[src/rtl/keypad_pkg.sv]
`default_nettype none
// ============================================================================
//  Module   : keypad_pkg
//  Purpose  : Shared key codes, scanner state encoding and the row/column to
//             calculator-code map for the 4x4 keypad scanner.
//  Revision : 1.0  initial release
// ============================================================================
package keypad_pkg;

  localparam logic [3:0] KEY_EQUAL = 4'd10;
  localparam logic [3:0] KEY_AC    = 4'd11;
  localparam logic [3:0] KEY_PLUS  = 4'd12;
  localparam logic [3:0] KEY_MINUS = 4'd13;
  localparam logic [3:0] KEY_MULT  = 4'd14;
  localparam logic [3:0] KEY_DIV   = 4'd15;

  typedef enum logic [1:0] {
    SCAN     = 2'd0,
    DEBOUNCE = 2'd1,
    PRESSED  = 2'd2,
    RELEASE  = 2'd3
  } kp_state_t;

  // Physical key position -> calculator code.
  function automatic logic [3:0] keymap(input logic [1:0] row, input logic [1:0] col);
    logic [3:0] code;
    code = 4'd0;
    case ({row, col})
      4'h0: code = 4'd1;
      4'h1: code = 4'd2;
      4'h2: code = 4'd3;
      4'h3: code = KEY_PLUS;
      4'h4: code = 4'd4;
      4'h5: code = 4'd5;
      4'h6: code = 4'd6;
      4'h7: code = KEY_MINUS;
      4'h8: code = 4'd7;
      4'h9: code = 4'd8;
      4'hA: code = 4'd9;
      4'hB: code = KEY_MULT;
      4'hC: code = KEY_AC;
      4'hD: code = 4'd0;
      4'hE: code = KEY_EQUAL;
      4'hF: code = KEY_DIV;
    endcase
    return code;
  endfunction

endpackage
`default_nettype wire

[src/rtl/keypad_sync2.sv]
`default_nettype none
// ============================================================================
//  Module   : keypad_sync2
//  Purpose  : 4-bit two-flop synchronizer for the asynchronous column lines.
//             Resets to all-ones (no key pressed).
//  Revision : 1.0  initial release
// ============================================================================
module keypad_sync2 (
  input  logic       clk,
  input  logic       reset,
  input  logic [3:0] i_d,
  output logic [3:0] o_q
);

  logic [3:0] r_meta;
  logic [3:0] r_sync;

  // Two register stages to settle metastability on the raw column inputs.
  always_ff @(posedge clk or negedge reset) begin
    if (!reset) begin
      r_meta <= 4'b1111;
      r_sync <= 4'b1111;
    end else begin
      r_meta <= i_d;
      r_sync <= r_meta;
    end
  end

  assign o_q = r_sync;

endmodule
`default_nettype wire

[src/rtl/keypad_scanner.sv]
`default_nettype none
// ============================================================================
//  Module   : keypad_scanner
//  Purpose  : Scans a 4x4 active-low matrix keypad, debounces one key at a
//             time and presents readKey / pressedkey to the calculator FSM.
//  Options  : KEYPAD_TYPEMATIC_EN - auto-repeat (2-clock readKey drop) while a
//             key is held.
//  Revision : 1.0  initial release
// ============================================================================
module keypad_scanner
  import keypad_pkg::*;
#(
  parameter int SCAN_DIV      = 1000,
  parameter int DEBOUNCE_CNT  = 500000
`ifdef KEYPAD_TYPEMATIC_EN
  ,
  parameter int REPEAT_DELAY  = 25000000,
  parameter int REPEAT_PERIOD = 5000000
`endif
) (
  input  logic       clk,
  input  logic       reset,
  input  logic [3:0] cols,
  output logic [3:0] rows,
  output logic       readKey,
  output logic [3:0] pressedkey
);

  localparam int DW = $clog2(SCAN_DIV + 1);
  localparam int CW = $clog2(DEBOUNCE_CNT + 1);
  localparam logic [DW-1:0] c_DIV_LAST = DW'(SCAN_DIV - 1);
  localparam logic [CW-1:0] c_CNT_MAX  = CW'(DEBOUNCE_CNT);
  // The clock that first sees the new column level counts as stable clock 1,
  // so the counting state only needs DEBOUNCE_CNT-1 further clocks.
  localparam logic [CW-1:0] c_CNT_EXIT = CW'((DEBOUNCE_CNT >= 2) ? DEBOUNCE_CNT - 2 : 0);

`ifdef KEYPAD_TYPEMATIC_EN
  localparam int REP_MAX = (REPEAT_DELAY > REPEAT_PERIOD) ? REPEAT_DELAY : REPEAT_PERIOD;
  localparam int RW      = $clog2(REP_MAX + 1);
  localparam logic [RW-1:0] c_REP_MAX          = RW'(REP_MAX);
  localparam logic [RW-1:0] c_REP_DELAY_LAST   = RW'(REPEAT_DELAY - 1);
  localparam logic [RW-1:0] c_REP_PERIOD_LAST  = RW'(REPEAT_PERIOD - 1);

  logic [RW-1:0] r_rep;
  logic          r_first;
  logic [1:0]    r_drop;
`endif

  logic [3:0]    w_cols_s;
  kp_state_t     r_state;
  logic [DW-1:0] r_div;
  logic [CW-1:0] r_cnt;
  logic [1:0]    r_row;
  logic [1:0]    r_col;
  logic [3:0]    r_rows;
  logic          r_read;
  logic [3:0]    r_code;

  logic          w_any_low;
  logic [1:0]    w_low_col;
  logic          w_col_high;

  keypad_sync2 u_sync (
    .clk   (clk),
    .reset (reset),
    .i_d   (cols),
    .o_q   (w_cols_s)
  );

  // Lowest-index low column wins when several keys in one row are down.
  always_comb begin
    w_low_col = 2'd3;
    if (!w_cols_s[0])      w_low_col = 2'd0;
    else if (!w_cols_s[1]) w_low_col = 2'd1;
    else if (!w_cols_s[2]) w_low_col = 2'd2;
  end

  assign w_any_low  = ~&w_cols_s;
  assign w_col_high = w_cols_s[r_col];

  // Scan / debounce / hold / release state machine with registered outputs.
  always_ff @(posedge clk or negedge reset) begin
    if (!reset) begin
      r_state <= SCAN;
      r_div   <= '0;
      r_cnt   <= '0;
      r_row   <= 2'd0;
      r_col   <= 2'd0;
      r_rows  <= 4'b1110;
      r_read  <= 1'b0;
      r_code  <= 4'd0;
`ifdef KEYPAD_TYPEMATIC_EN
      r_rep   <= '0;
      r_first <= 1'b1;
      r_drop  <= 2'd0;
`endif
    end else begin
`ifdef KEYPAD_TYPEMATIC_EN
      // Restore readKey after a 2-clock repeat drop; state actions below win.
      if (r_drop != 2'd0) begin
        r_drop <= r_drop - 2'd1;
        if (r_drop == 2'd1) r_read <= 1'b1;
      end
`endif
      case (r_state)
        SCAN: begin
          if (r_div == c_DIV_LAST) begin
            r_div <= '0;
            if (w_any_low) begin
              r_col   <= w_low_col;
              r_cnt   <= '0;
              r_state <= DEBOUNCE;
            end else begin
              r_row  <= r_row + 2'd1;
              r_rows <= {r_rows[2:0], r_rows[3]};
            end
          end else begin
            r_div <= r_div + 1'b1;
          end
        end
        DEBOUNCE: begin
          if (w_col_high) begin
            r_cnt   <= '0;
            r_div   <= '0;
            r_row   <= r_row + 2'd1;
            r_rows  <= {r_rows[2:0], r_rows[3]};
            r_state <= SCAN;
          end else if (r_cnt >= c_CNT_EXIT) begin
            r_code  <= keymap(r_row, r_col);
            r_read  <= 1'b1;
            r_cnt   <= '0;
            r_state <= PRESSED;
          end else if (r_cnt != c_CNT_MAX) begin
            r_cnt <= r_cnt + 1'b1;
          end
        end
        PRESSED: begin
          if (w_col_high) begin
            r_cnt   <= '0;
            r_state <= RELEASE;
`ifdef KEYPAD_TYPEMATIC_EN
            r_rep   <= '0;
            r_first <= 1'b1;
`endif
          end
`ifdef KEYPAD_TYPEMATIC_EN
          else if (r_rep >= (r_first ? c_REP_DELAY_LAST : c_REP_PERIOD_LAST)) begin
            r_read  <= 1'b0;
            r_drop  <= 2'd2;
            r_rep   <= '0;
            r_first <= 1'b0;
          end else if (r_rep != c_REP_MAX) begin
            r_rep <= r_rep + 1'b1;
          end
`endif
        end
        RELEASE: begin
          if (!w_col_high) begin
            r_cnt   <= '0;
            r_state <= PRESSED;
          end else if (r_cnt >= c_CNT_EXIT) begin
            r_read  <= 1'b0;
            r_cnt   <= '0;
            r_div   <= '0;
            r_row   <= 2'd0;
            r_rows  <= 4'b1110;
            r_state <= SCAN;
`ifdef KEYPAD_TYPEMATIC_EN
            r_drop  <= 2'd0;
`endif
          end else if (r_cnt != c_CNT_MAX) begin
            r_cnt <= r_cnt + 1'b1;
          end
        end
        default: r_state <= SCAN;
      endcase
    end
  end

  assign rows       = r_rows;
  assign readKey    = r_read;
  assign pressedkey = r_code;

endmodule
`default_nettype wire
[config.mk]
export PLATFORM = sky130hd
export DESIGN_NAME = keypad_scanner
export DESIGN_NICKNAME = d
export VERILOG_FILES = /design/src/rtl/keypad_pkg.sv /design/src/rtl/keypad_sync2.sv /design/src/rtl/keypad_scanner.sv
export SDC_FILE = /design/constraint.sdc
export NUM_CORES = 1
export LEC_CHECK = 0
export ABC_AREA = 1
export ABC_CLOCK_PERIOD_IN_PS = 2200
export BUFFER_PORTS_ARGS = -buffer_cell sky130_fd_sc_hd__buf_2
export CAP_MARGIN = 0
export CORE_MARGIN = 3
export CORE_UTILIZATION = 60
export CTS_BUF_LIST = sky130_fd_sc_hd__clkbuf_8
export CTS_CLUSTER_SIZE = 8
export DETAILED_ROUTE_END_ITERATION = 7
export HOLD_SLACK_MARGIN = 0.12
export PLACE_DENSITY = 0.78
export SLEW_MARGIN = 20
export SYNTH_ARGS = -nofsm -noshare
export SYNTH_HDL_FRONTEND = slang
export SYNTH_SLANG_ARGS = --single-unit
[constraint.sdc]
create_clock -name clk -period 2.2 [get_ports clk]
set_input_delay 0.44 -clock clk [delete_from_list [all_inputs] [get_ports clk]]
set_output_delay 0.44 -clock clk [all_outputs]
set_load 0.02 [all_outputs]
==> results by group <==
Final layout
  • Area Overhead vs Synth: 8.073%
  • Layout cell share with drive strength beyond 1: 15.94%
  • Multi-input gate area: 1848 sq um
  • Most common cell after layout, fill and taps aside: nand2_1
  • Nets: 515
  • Flip-flop and latch area: 1315 sq um
  • Inserted Diodes: 0
  • Post-Layout Cell Count: 572
  • Commonest non-fill, non-tap cells in the layout: 150 x nand2_1, 67 x nor2_1, 56 x nand3_1, 44 x inv_1, 41 x dfrtp_1
  • Fill cells: 438
  • Finished Cell Area: 3685 sq um

Timing
  • RSZ-0062 raised after global routing: no
  • Clk_skew: 0.01383 ns
  • Setup TNS: 0 ns
  • Final worst path period share: 88.14%
  • Fmax achieved: 0.5157 GHz
  • Tmin final: 1.939 ns
  • Fin. max-slew vios: 0
  • Rel. slew slack: 57.68%
  • Hold violation total from the final report: 0
  • Worst-Margin Slew: 0.6347 ns
  • Setup violations, final: 0
  • Final worst slack: 0.2610 ns

Detailed routing
  • Vias: 3,125
  • DRT Pass-1 Iters: 5
  • Vias per inst: 5.463
  • Routed wire per std cell: 12.97 um
  • Final wirelength: 7419 um
  • DR iter-0 viols: 218
  • Antenna viol nets, final: 0
  • Detailed-route DRC error count: 0

Global route
  • Largest net degree at the start of global routing: 28
  • Grt ovf: 0
  • First-pass GRT wire length: 13,340 um
  • Vias in the first global route: 3,032
  • Initial antenna violation count: 0
  • GR Util All Layers: 25.82%

Critical path
  • CP Class: flop to flop
  • R2r startpoint: r_div[0]$_DFFE_PN0P_
  • Worst setup SP type: flop
  • Critical path peak fanout: 19
  • CP endpoint kind: flop
  • Arrival @ worst endpoint: 2.14 ns
  • Critical path startpoint: r_div[0]$_DFFE_PN0P_
  • Crit path required time: 2.40 ns

Clock tree
  • TritonCTS clock tree: yes
  • Post-CTS setup buffers: 0
  • Number of hold buffers added after cts: 0
  • Post-CTS resize count: 0
  • TritonCTS buffer count: 5
  • Num Clock Sinks: 52
  • Clk pin slew, worst setup/hold paths: 0.10 ns
  • Clk_lat worst skew: 0.31 ns
  • Htree depth: 2
  • Clk buf depth: 2
  • CTS Root Cell: clkbuf_8

Yosys
  • Synth Area in Simple Gates: 43.60%
  • Yosys warns: 0
  • Post-synthesis cell area: 3410 sq um
  • Syn avg cell area: 7.059 sq um
  • Synth Instances: 483
  • Complex-gate fraction of the synthesized area: 5.615%
  • Syn Nets: 497
  • EDFF count, synth: 0
  • Sequential share of the synthesized area: 38.57%
  • Main synth FF type: dfrtp_1
  • Adder and majority gate portion of the synthesized area: 2.936%
  • Unique cell type count in the Yosys netlist: 38
  • FF+latch count, synth: 52
  • Multiplexer share of the synthesized area: 0%
  • Asr flop ratio synth: 100.0%
  • Synth Area in XOR/XNOR: 2.055%
  • Largest family of logic cells by synthesized area: simple AND/OR/NAND/NOR gates

Status
  • Outcome: finished clean

Die
  • IO Pins: 15
  • Die height: 81.38 um
  • Die width: 81.38 um
  • Row count: 26
  • Die footprint: 6623 sq um
  • Core area: 5303 sq um
  • Initial Util: 64.30%

Place
  • Placed Area: 3558 sq um
  • Post-Place Worst Slack: 0.2801 ns
  • RePlAce Congestion: 0.9060
  • IO Port Bufs: 14
  • Hpwl dp: 5587 um
  • Placed cell count: 564

Power
  • Worst VDD drop: 0.0003214 V
  • Leakage: 1.830 nW
  • Pwr per Cell Area: 469.9 nW/um^2

Min path
  • Worst min path class: input pin to asynchronous set/reset pin

Flow run
  • Max-cap violation count: 0
-- cell usage after synthesis (all sizes together), types with 3 or more instances --
cell type / n / area (sq um)
o21ai: 16 / 80.07
nor2: 77 / 346.6
ha: 8 / 100.1
a21oi: 8 / 43.79
nand2: 163 / 678.1
nor3: 7 / 35.03
or2: 4 / 25.02
buf: 4 / 36.28
xor2: 5 / 43.79
dfrtp: 41 / 1026
nand3: 59 / 317.8
inv: 53 / 198.9
dfstp: 11 / 289.0
nand4: 11 / 68.82
xnor2: 3 / 26.28
-- layout make-up --
class | count | share of cell area [%]
Sequential cell | 52 | 35.69
Tap cell | 70 | 2.377
Timing Repair Buffer | 17 | 2.852
Inverter | 54 | 5.501
Multi-Input combinational cell | 371 | 50.15
Clock buffer | 7 | 2.615
Clock inverter | 1 | 0.8149
-- per-stage QoR --
| step | hold WS (ns) | util, % | power [W] |
|---|---|---|---|
| after detailed placement | 0.3482 | 67.11 | 0.001030 |
| after global routing | 0.1521 | 69.49 | 0.001792 |
| final | 0.1332 | 69.49 | 0.001731 |
| after CTS | 0.1468 | 69.49 | 0.001748 |
| after floorplan | 0.1444 | - | 0.0009988 |
| after global placement | 0.3454 | 67.11 | 0.001029 |
-- state kept, by name, indices dropped and copies added, names as in the netlist, named ones only --
register,flops
r_row,2
r_cnt,19
readKey,1
r_div,10
u_sync.r_meta,4
r_state,1
r_col,2
u_sync.o_q,4
rows,4
pressedkey,4
-- metal layers --
metal | part of all wire (%) | wire (um) | GRT usage, %
met2 | 48 | 3583 | 43.81
met4 | 3.3 | 246 | 11.82
met3 | 3.4 | 250 | 3.769
met1 | 45 | 3338 | 32.28
met5 | 0 | 0 | 0
-- path summary, 6_finish.rpt --
kind                       slack, ns                    endpoint  depth (start not counted)
min reg2reg                     0.36     u_sync.o_q[1]$_DFF_PN1_                          0
min                             0.13        r_col[0]$_DFFE_PN0P_                          1
max                             0.26        r_cnt[4]$_DFFE_PN0P_                         10
max reg2reg                     0.26        r_cnt[4]$_DFFE_PN0P_                         10
min in group clk                0.23  u_sync.r_meta[1]$_DFF_PN1_                          1
max in group asynchronous       1.43         rows[2]$_DFFE_PN1P_                          2
-- critical path: stages, from the launching register on --
cell     delay [ns]
dfrtp_1        0.44
ha_1           0.23
inv_1          0.06
nor2_2         0.14
nand3_4        0.14
nand2_4        0.12
nand2_2        0.09
nor2_8         0.24
nand2_2        0.20
nand2_1        0.11
nor2_1         0.05
-- report_power, final --
| part | switching (W) | internal (W) | total (W) |
|---|---|---|---|
| Combinational | 0.0000279 | 0.00000981 | 0.0000377 |
| Clock | 0.000319 | 0.000402 | 0.000721 |
| Sequential | 0.00000376 | 0.000969 | 0.000973 |
| Total | 0.000351 | 0.00138 | 0.00173 |
-- logic make-up (layout without fill, tap and decap cells) --
logic type,count (synthesis),after routing
simple gates,323,323
buf+inv,60,79
flops,52,52
compound gates,32,32
fa+ha+maj,8,8
xor+xnor,8,8
(Power assumes the default switching activity.)
